$ cat config.mk
export PLATFORM = sky130hd
export DESIGN_NAME = n64_button_event_fifo
export DESIGN_NICKNAME = d
export VERILOG_FILES = /design/src/rtl/n64_button_event_fifo.sv
export SDC_FILE = /design/constraint.sdc
export NUM_CORES = 1
export LEC_CHECK = 0
export CAP_MARGIN = 5
export CORE_MARGIN = 4
export CORE_UTILIZATION = 30
export DETAILED_ROUTE_END_ITERATION = 8
export GPL_ROUTABILITY_DRIVEN = 0
export PLACE_DENSITY = 0.54
export RECOVER_POWER = 25
export SYNTH_ARGS = -nofsm -noshare
export SYNTH_HDL_FRONTEND = slang
export SYNTH_SLANG_ARGS = --single-unit
$ cat constraint.sdc
create_clock -name PCLK -period 6.5 [get_ports PCLK]
set_input_delay 0.65 -clock PCLK [delete_from_list [all_inputs] [get_ports PCLK]]
set_output_delay 0.65 -clock PCLK [all_outputs]
set_load 0.01 [all_outputs]
$ cat src/rtl/n64_button_event_fifo.sv
// Timestamped FIFO of N64 controller button-change events, read and configured over APB3.
// Latency: an event reaches STATUS.count one cycle after sample_valid; PREADY is tied high.
module n64_button_event_fifo #(
  parameter int DEPTH = 8
) (
  input  logic        PCLK,
  input  logic        PRESERN,
  input  logic        sample_valid,
  input  logic [31:0] button_data,
  input  logic        PSEL,
  input  logic        PENABLE,
  input  logic        PWRITE,
  input  logic [31:0] PADDR,
  input  logic [31:0] PWDATA,
  output logic [31:0] PRDATA,
  output logic        PREADY,
  output logic        PSLVERR,
  output logic        event_irq
);

  localparam int AW = (DEPTH > 1) ? $clog2(DEPTH) : 1;

  logic [31:0]   mem [DEPTH];
  logic [AW-1:0] rptr, wptr;
  logic [6:0]    count;
  logic          ovf;
  logic [15:0]   ts, last, mask;
  logic          primed, irq_en, enable;

  logic       access, rd, wr, empty, full;
  logic [1:0] sel;
  logic       pop, flush, ovf_clr, ctrl_wr, samp, evt, push, ovf_set;

  assign access  = PSEL & PENABLE;
  assign rd      = access & ~PWRITE;
  assign wr      = access & PWRITE;
  assign sel     = PADDR[3:2];
  assign empty   = (count == 7'd0);
  assign full    = (count == 7'(DEPTH));

  assign pop     = rd & (sel == 2'd0) & ~empty;
  assign flush   = wr & (sel == 2'd3) & PWDATA[0];
  assign ovf_clr = wr & (sel == 2'd3) & PWDATA[1];
  assign ctrl_wr = wr & (sel == 2'd2);

  assign samp    = sample_valid & enable;
  assign evt     = samp & primed & (|((button_data[31:16] ^ last) & mask));
  // A flush or a same-cycle pop frees a slot, so only a truly full FIFO drops the event.
  assign push    = evt & (flush | ~full | pop);
  assign ovf_set = evt & ~flush & full & ~pop;

  always_ff @(posedge PCLK) begin
    if (!PRESERN) begin
      rptr   <= '0;
      wptr   <= '0;
      count  <= '0;
      ovf    <= 1'b0;
      ts     <= '0;
      last   <= '0;
      primed <= 1'b0;
      mask   <= 16'hFFFF;
      irq_en <= 1'b0;
      enable <= 1'b0;
    end else begin
      if (flush) begin
        rptr  <= '0;
        wptr  <= push ? AW'(1) : '0;
        count <= push ? 7'd1 : 7'd0;
      end else begin
        if (push) wptr <= wptr + AW'(1);
        if (pop)  rptr <= rptr + AW'(1);
        case ({push, pop})
          2'b10:   count <= count + 7'd1;
          2'b01:   count <= count - 7'd1;
          default: count <= count;
        endcase
      end
      // A dropped event in the same cycle as a clear keeps the sticky flag set.
      if (ovf_set)      ovf <= 1'b1;
      else if (ovf_clr) ovf <= 1'b0;
      if (samp) begin
        ts     <= ts + 16'd1;
        last   <= button_data[31:16];
        primed <= 1'b1;
      end
      if (ctrl_wr) begin
        mask   <= PWDATA[15:0];
        irq_en <= PWDATA[16];
        enable <= PWDATA[17];
        if (PWDATA[17] & ~enable) primed <= 1'b0;
      end
    end
  end

  always_ff @(posedge PCLK) begin
    if (push) mem[flush ? '0 : wptr] <= {button_data[31:16], ts};
  end

  always_comb begin
    PRDATA = '0;
    if (rd) begin
      case (sel)
        2'd0:    PRDATA = empty ? 32'd0 : mem[rptr];
        2'd1:    PRDATA = {15'd0, ovf, 6'd0, full, empty, 1'b0, count};
        2'd2:    PRDATA = {14'd0, enable, irq_en, mask};
        default: PRDATA = '0;
      endcase
    end
  end

  assign PREADY    = 1'b1;
  assign PSLVERR   = rd & (sel == 2'd0) & empty;
  assign event_irq = irq_en & ~empty;

  logic unused_bits;
  assign unused_bits = ^{PADDR[31:4], PADDR[1:0], PWDATA[31:18], button_data[15:0]};

endmodule

==> impl_metrics.json <==
{
  "status": "finished clean",
  "core_area_sq_um": 43300,
  "leakage_uw": 0.00522,
  "postRouteWirelength_um": 31800,
  "post-place-ws_ns": 1.63,
  "fin_hold_ws_ns": 0.474,
  "drive_gt1_share_pct": 17.5,
  "min_period_ns": 4.32,
  "ir_drop_mv": 0.133,
  "cts.sinks": 324,
  "gr-total-overflow": 0,
  "portBuffers": 75,
  "clk_latency_ns": 0.50,
  "synth_ff_type": "edfxtp_1",
  "hp-class": "reg2reg",
  "rsz0062_at_grt": "false",
  "vias": 7292,
  "yosysWarnings": 0,
  "layout_setup_ws_ns": 2.18,
  "ant_nets": 0,
  "drt_first_pass_iters": 5,
  "slowest_delay_ns": 0.72,
  "dieArea_sq_um": 47400,
  "routedWlPerCell_um": 21.0,
  "grtUsageTotal_pct": 13.3,
  "place_area_sq_um": 14600,
  "seq_area_frac_synth_pct": 68.5,
  "crit_path_cell_trace": "clkdlybuf4s50_1 -> xor2_1 -> a22oi_1 -> nand4_1 -> o21ai_1 -> and2_1 -> ha_1 -> a211oi_1 -> o21bai_1 -> a21oi_1 -> xnor2_1 -> a211o_1 -> and3_1",
  "worst_setup_path_start_kind": "primary input",
  "drtIter0Drc": 574,
  "synth_cells": 825,
  "maxCapViolations": 0,
  "finalMaxSlewViolations": 0,
  "fp.dieW_um": 218,
  "nets": 1014,
  "required_ns": 6.90,
  "timing.hold.worst_path_depth": 2,
  "cp_max_fo": 10,
  "fin_crit_sh_pct": 66.4,
  "powerDensity_nw_per_um2": 271,
  "syn_area_per_cell_sq_um": 16.0,
  "cts_buffers": 35,
  "critPathArrivalTime_ns": 4.71,
  "postCtsSetupBuffers": 0,
  "place.detailed.hpwl_um": 19600,
  "antenna_found_initial": 2,
  "io_pins": 137,
  "reg2reg_depth": 12,
  "fin_worst_skew_ns": 0.0135,
  "die_h_um": 218,
  "areaGrowthSynthToFinish_pct": 19.2,
  "ys_ff_latch": 324,
  "tns_ns": 0,
  "mostFrequentLayoutCell": "edfxtp_1",
  "grt_max_degree": 71,
  "cts_resized": 0,
  "syn_area_sq_um": 13200,
  "row_count": 76,
  "cp-end-kind": "flip-flop",
  "htreeDepth": 2,
  "fmax_mhz": 232,
  "layout_common_cells": "256 x edfxtp_1, 97 x nand2_1, 70 x clkdlybuf4s50_1",
  "via_per_inst": 4.81,
  "grt_pass1_wl_um": 47700,
  "cts.clk_slew.worst_paths_ns": 0.06,
  "drc_errors": 0,
  "initial_core_util_pct": 30.5,
  "cp_slowest_cell": "o21ai_1",
  "clockBufferDepth": 3,
  "synth_edf_count": 256,
  "cts_tree": "built",
  "cts_root_buffer": "clkbuf_16",
  "final_cell_area_sq_um": 15700,
  "maxSlewHeadroom_pct": 25.0,
  "post-synth-top-area-cell": "edfxtp_1",
  "grt_pass1_vias": 7390,
  "synth_top_area_share_pct": 58.2,
  "cts_hold_buffers": 0,
  "synthTopCellsByArea": "edfxtp_1 58%, mux4_2 11%, dfxtp_1 10%",
  "ys_types": 52,
  "hold_viol_final": 0,
  "finalSetupViolCount": 0,
  "syn_nets": 936,
  "tightest_slew_ns": 1.13,
  "worstSetupPathType": "in2reg",
  "async_flop_share_pct": 0
}
[layer usage]
layer,part of all wire [%],routed length [um],track usage [%]
met5,0,0,0
met4,1.4,456,2.70
met3,5.5,1750,2.24
met2,48,15400,22.0
met1,45,14200,18.6
[flip-flops by register name, indices dropped and copies added, names as in the netlist, named ones only]
name	flops
mem	256
ovf	1
ts	16
last	16
irq_en	1
enable	1
count	7
mask	16
primed	1
rptr	3
wptr	3
[final cells by class]
cell class	instances	area, sq um
inverter	1	3.75
antenna	2	5.00
clock inverter	20	198
timing repair buffer	85	821
fill	4072	27500
sequential	324	9050
tap	585	732
clock buffer	42	933
multi-input combinational	456	3990
[worst max-delay path, delay by kind of cell]
kind | cells | cell delay [ns]
compound gates | 6 | 1.90
simple gates | 3 | 0.83
fa+ha+maj | 1 | 0.32
xor+xnor | 2 | 0.37
buf+inv | 1 | 0.63
[cells in the mapped netlist, types with 3 or more instances]
library cell,number
nor2b_1,3
and3_1,9
a21o_1,4
a22oi_1,16
a21boi_0,23
o22ai_1,3
xor2_1,22
mux2_2,17
or3_1,6
buf_2,5
buf_4,3
mux4_2,64
nand2_1,97
a222oi_1,9
edfxtp_1,256
a21oi_1,7
buf_1,3
mux2i_1,19
o21ai_0,9
nor3_1,5
nor2_1,40
and2_1,19
clkbuf_1,32
ha_1,8
dfxtp_1,68
nand4_1,7
nand3_1,26
xnor2_1,13
and3b_1,4
[cell families (layout without fill, tap and decap cells)]
family / Yosys count / count (layout) / synth area share, %
AO/OA/AOI/OAI: 81 / 81 / 4.49
adder cells (fa/ha/maj): 9 / 9 / 0.910
AND/OR/NAND/NOR: 229 / 229 / 8.33
XOR/XNOR: 35 / 35 / 2.32
buffers and inverters: 45 / 148 / 1.47
other: 1 / 3 / 0.0284
multiplexers: 101 / 101 / 13.9
flip-flops: 324 / 324 / 68.5
[report_power, final]
| group | leakage [uW] | total, uW | switching [uW] | internal (uW) |
|---|---|---|---|---|
| sequential | 0.00300 | 2230 | 4.49 | 2220 |
| clock | 0.000556 | 1950 | 770 | 1180 |
| combinational | 0.00166 | 87.9 | 49.7 | 38.2 |
| total | 0.00522 | 4270 | 824 | 3440 |
[per-stage QoR]
step                cells  power (uW)  utilization (%)
finish               1515        4270             36.4
global route         1513        4400             36.4
CTS                  1513        4310             36.4
detailed placement   1451        2360             33.7
global placement     1451        2360             33.7
floorplan             825        2300                -
[final timing paths]
check / endpoint / slack [ns] / start
worst max-delay path: count[6] / 2.18 / button_data[27]
worst min-delay path: flip-flop / 0.47 / rptr[1]
worst min register to register: flip-flop / 0.47 / rptr[1]
worst max register to register: count[6] / 2.78 / last[11]
Note: power is estimated with default switching activity, not from simulation.
==> RTL change 1, RTL diff (same flow settings) <==
Register the input `button_data` before use, without a reset. The logic sees it one clock later. The other inputs are not delayed to match.
--- a/src/rtl/n64_button_event_fifo.sv
+++ b/src/rtl/n64_button_event_fifo.sv
@@ -19,6 +19,12 @@
 );
 
   localparam int AW = (DEPTH > 1) ? $clog2(DEPTH) : 1;
+
+  logic [31:0] button_data_q;
+
+  always_ff @(posedge PCLK) begin
+    button_data_q <= button_data;
+  end
 
   logic [31:0]   mem [DEPTH];
   logic [AW-1:0] rptr, wptr;
@@ -44,7 +50,7 @@
   assign ctrl_wr = wr & (sel == 2'd2);
 
   assign samp    = sample_valid & enable;
-  assign evt     = samp & primed & (|((button_data[31:16] ^ last) & mask));
+  assign evt     = samp & primed & (|((button_data_q[31:16] ^ last) & mask));
   // A flush or a same-cycle pop frees a slot, so only a truly full FIFO drops the event.
   assign push    = evt & (flush | ~full | pop);
   assign ovf_set = evt & ~flush & full & ~pop;
@@ -80,7 +86,7 @@
       else if (ovf_clr) ovf <= 1'b0;
       if (samp) begin
         ts     <= ts + 16'd1;
-        last   <= button_data[31:16];
+        last   <= button_data_q[31:16];
         primed <= 1'b1;
       end
       if (ctrl_wr) begin
@@ -93,7 +99,7 @@
   end
 
   always_ff @(posedge PCLK) begin
-    if (push) mem[flush ? '0 : wptr] <= {button_data[31:16], ts};
+    if (push) mem[flush ? '0 : wptr] <= {button_data_q[31:16], ts};
   end
 
   always_comb begin
@@ -113,7 +119,7 @@
   assign event_irq = irq_en & ~empty;
 
   logic unused_bits;
-  assign unused_bits = ^{PADDR[31:4], PADDR[1:0], PWDATA[31:18], button_data[15:0]};
+  assign unused_bits = ^{PADDR[31:4], PADDR[1:0], PWDATA[31:18], button_data_q[15:0]};
 
 endmodule
 
Function: changed (Yosys sat finds a counterexample within 4 cycles, from zero or initial values).
==> RTL change 1 against the unedited design <==
Total power up 2.4%. Sequential cell count up 16. Count of clock-buffer cells in the layout up 16. Global-route usage up 0.17 points. Sequential share of layout area up 0.85 points. Routed wire length up 2.8%. Synthesized area up 2.0%. Hold slack worse by 11 ps. Die area up 2.0%. Fmax down 4.7%. Setup slack worse by 210 ps. Cell count up 2.7%. Via count up 1.6%. Design area up 2.0%.
==> RTL change 1: results (changes against the unedited design) <==
| Metric | Value |
|---|---|
| HP Class | `reg2reg (unchanged)` |
| Synth cell types | `56 (was 52)` |
| Initial antenna violation count | `0 (was 2)` |
| Pin count of the biggest net entering global routing | `35 (was 71)` |
| Worst vdd ir | `144.2 µV (was 132.7 µV)` |
| # fillers | `4225 (was 4072)` |
| Mapped Nets | `958 (was 936)` |
| Total Routing Usage GR | `13.47% (was 13.30%)` |
| Drt wl/cell | `21.01 µm (was 20.98 µm)` |
| Reg2reg start | `button_data_q[21] (was last[11])` |
| CTS buffer count | `36 (was 35)` |
| Status | `finished, final reports clean (unchanged)` |
| Crit Path Max Fanout | `33 (was 10)` |
| Setup bufs post-CTS | `0 (unchanged)` |
| Hold path start | `ovf (was rptr[1])` |
| H-tree levels | `2 (unchanged)` |
| Post-DRT Antenna Nets | `0 (unchanged)` |
| Max_slew headroom | `25.66% (was 25.00%)` |
| First-pass GRT wire length | `48640 µm (was 47670 µm)` |
| Initial DRT Pass Iterations | `5 (unchanged)` |
| Number of flip-flops in the largest register | `256 (unchanged)` |
| Critical Path Start Type | `flip-flop (was input pin)` |
| Antenna Cells | `0 (was 2)` |
| Register area share after synthesis | `69.55% (was 68.53%)` |
| Clock-pin slew on the worst setup and hold paths | `60 ps (about the same)` |
| Leak | `5.294 nW (was 5.217 nW)` |
| Proportion of layout cells with a drive suffix above 1 | `17.84% (was 17.46%)` |
| Hpwl dp | `20350 µm (was 19550 µm)` |
| Via count of the first global-routing pass | `7712 (was 7390)` |
| Via Count | `7411 (was 7292)` |
| PostCTS Resize Cnt | `0 (unchanged)` |
| Synth area leaders | `edfxtp_1 57%, dfxtp_1 12%, mux4_2 11% (was edfxtp_1 58%, mux4_2 11%, dfxtp_1 10%)` |
| Commonest cells post-synth | `256 x edfxtp_1, 102 x nand2_1, 84 x dfxtp_1, 64 x mux4_2, 53 x nor2_1 (was 256 x edfxtp_1, 97 x nand2_1, 68 x dfxtp_1, 64 x mux4_2, 40 x nor2_1)` |
| Initial drt markers | `477 (was 574)` |
| Skew final | `27.99 ps (was 13.49 ps)` |
| Number of synthesized flops with an enable pin | `256 (unchanged)` |
| Synth warn | `0 (unchanged)` |
| Clk_lat worst skew | `530 ps (was 500 ps)` |
| Layout Nets | `1047 (was 1014)` |
-- RTL change 1: worst paths after layout --
path	end	slack (ps)	depth (start not counted)
max	PRDATA[9]	1970	7
min	ovf	460	2
min reg2reg	ovf	460	2
max reg2reg	count[6]	2720	14
-- RTL change 1: stage by stage --
stage          hold WS, ps  cell area, µm²  cells  setup slack, ps
2_1_floorplan        436.0           13470    847             2174
3_3_place_gp         452.5           14950   1490             1966
3_5_place_dp         458.9           14950   1490             1946
4_1_cts              467.0           16060   1556             1950
5_1_grt              487.4           16060   1556             1871
6_report             462.8           16060   1556             1969
-- RTL change 1: where the power goes --
| part | switching, mW | internal (mW) |
|---|---|---|
| sequential | 0.0198 | 2.32 |
| combinational | 0.0365 | 0.0355 |
| clock | 0.825 | 1.12 |
-- RTL change 1: kinds of logic (layout without fill, tap and decap cells) --
| family | after synthesis | count (layout) | share of synthesized area (%) |
|---|---|---|---|
| xor gates and xnor gates | 37 | 37 | 2.405 |
| AOI/OAI and AO/OA | 86 | 86 | 3.938 |
| buffers and inverters | 44 | 161 | 1.700 |
| and+or+nand+nor | 232 | 232 | 8.099 |
| other | 1 | 1 | 0.02784 |
| muxes | 98 | 98 | 13.39 |
| adders and majority gates | 9 | 9 | 0.8916 |
| DFF | 340 | 340 | 69.55 |
-- RTL change 1: metal layers --
layer	track usage, %	up-vias	share of wire (%)
li1	-	3420	-
met1	19.40	3755	46
met2	21.23	187	47
met3	2.537	49	5.2
met4	3.098	0	1.9
met5	0	-	0
-- RTL change 1: worst max-delay path, cell delays in order, from the launching register on --
cell and delay, ps:
dfxtp_2 970, mux4_2 360, nor2b_1 180, a211oi_1 70, a2111oi_0 810, a21oi_1 120, nor2_1 250, clkdlybuf4s50_1 590
-- RTL change 1: area by class of cell --
class	count	area (µm²)	share of cell area, %
multi-input cells	463	3941	24.54
well taps	592	740.7	4.613
clock inverters	8	46.29	0.2883
flip-flops and latches	340	9375	58.38
inverters	3	11.26	0.07013
repair buffers	92	878.3	5.470
clock buffers	58	1065	6.631
==> RTL change 2, RTL diff (same settings) <==
Made on the original files. Change the parameter `DEPTH` from 8 to 16.
--- a/src/rtl/n64_button_event_fifo.sv
+++ b/src/rtl/n64_button_event_fifo.sv
@@ -1,7 +1,7 @@
 // Timestamped FIFO of N64 controller button-change events, read and configured over APB3.
 // Latency: an event reaches STATUS.count one cycle after sample_valid; PREADY is tied high.
 module n64_button_event_fifo #(
-  parameter int DEPTH = 8
+  parameter int DEPTH = 16
 ) (
   input  logic        PCLK,
   input  logic        PRESERN,
Check against the original RTL: no difference found for any inputs over 4 cycles, from zero or initial values; that may be too few to reach the edited logic, so the function may still have changed.
==> RTL change 2 against the unedited design <==
Design area up 71%. Routed wire length up 84%. Critical endpoint is now PRDATA[3]. Synthesized cell count up 45%. First-iteration DRC count up 80%. Sequential cell count up 259. Count of clock-buffer cells in the layout up 46. Register-to-register slack better by 90 ps. Total power up 75%. Sequential share of layout area up 4.9 points. Critical path type is now reg2out. Largest power group unchanged. Combinational power up 16%. Cell count up 54%. Synthesized area up 73%. Largest cell class unchanged. Setup slack worse by 590 ps.
==> RTL change 2: results (changes against the unedited design) <==
| Metric | Value |
|---|---|
| Status | `finished, final reports clean (unchanged)` |
| Met3 usage | `3.368% (was 2.243%)` |
| Worst Setup EP | `PRDATA[3] (was count[6])` |
| Post-Synth XOR/XNOR Area | `1.377% (was 2.322%)` |
| Multiplexer area fraction after synthesis | `16.09% (was 13.92%)` |
| P_comb | `0.102 mW (was 0.0879 mW)` |
| First-pass GRT wire length | `85040 µm (was 47670 µm)` |
| Initial drt markers | `1034 (was 574)` |
| Worst R2R Setup Slack | `2870 ps (was 2780 ps)` |
| Leak | `8.647 nW (was 5.217 nW)` |
| Proportion of layout cells with a drive suffix above 1 | `23.20% (was 17.46%)` |
| Reg2reg start | `last[10] (was last[11])` |
| M1 GR Usage | `20.60% (was 18.65%)` |
| Drt wl/cell | `25.01 µm (was 20.98 µm)` |
| Hpwl dp | `34330 µm (was 19550 µm)` |
| Max Fclk | `203.9 MHz (was 231.7 MHz)` |
| Via density | `5.034 (was 4.813)` |
| Adder-Cell Fraction of Synth Area | `0.5244% (was 0.9097%)` |
| Pin count of the biggest net entering global routing | `58 (was 71)` |
| Crit path kind | `reg2out (was in2reg)` |
| Avg Cell Area, Syn | `19.17 µm² (was 16.00 µm²)` |
| Sw Ratio | `20.33% (was 19.32%)` |
| Clk_lat worst skew | `640 ps (was 500 ps)` |
| Hold path start | `last[4] (was rptr[1])` |
| Finished Layout Cells | `2340 (was 1515)` |
| Fin Hold WS | `467.8 ps (was 474.3 ps)` |
| Layout Nets | `1423 (was 1014)` |
| Placed cell count | `2229 (was 1451)` |
| Area after DPL | `25050 µm² (was 14600 µm²)` |
| PD cells | `276.4 nW/µm² (was 271.0 nW/µm²)` |
## RTL change 2: cell types whose count changed in the layout (fill, tap and decap cells not counted), sizes merged, moves of 13 or more
cell / unedited run / this run
buf: 11 / 38
mux4: 64 / 158
a21oi: 7 / 31
mux2: 18 / 5
edfxtp: 256 / 512
a21boi: 23 / 0
clkbuf: 42 / 93
## RTL change 2: cell type report
type	count	area, µm²	share of cell area (%)
flip-flops and latches	583	16810	62.39
multi-input cells	543	5908	21.93
clock buffers	88	1695	6.293
well taps	978	1224	4.542
repair buffers	118	1067	3.961
clock inverters	23	212.7	0.7895
inverters	7	26.28	0.09752
## RTL change 2: worst max-delay path: stages (launching register included)
cell and delay, ps:
dfxtp_4 860, buf_4 560, mux4_2 560, mux4_2 510
a222oi_1 330, nor2_1 180, clkdlybuf4s50_1 520
## RTL change 2: per-layer routing
layer	routed length (µm)	part of all wire (%)
met5	0	0
met4	1083	1.9
met3	4222	7.2
met2	26720	46
met1	26500	45
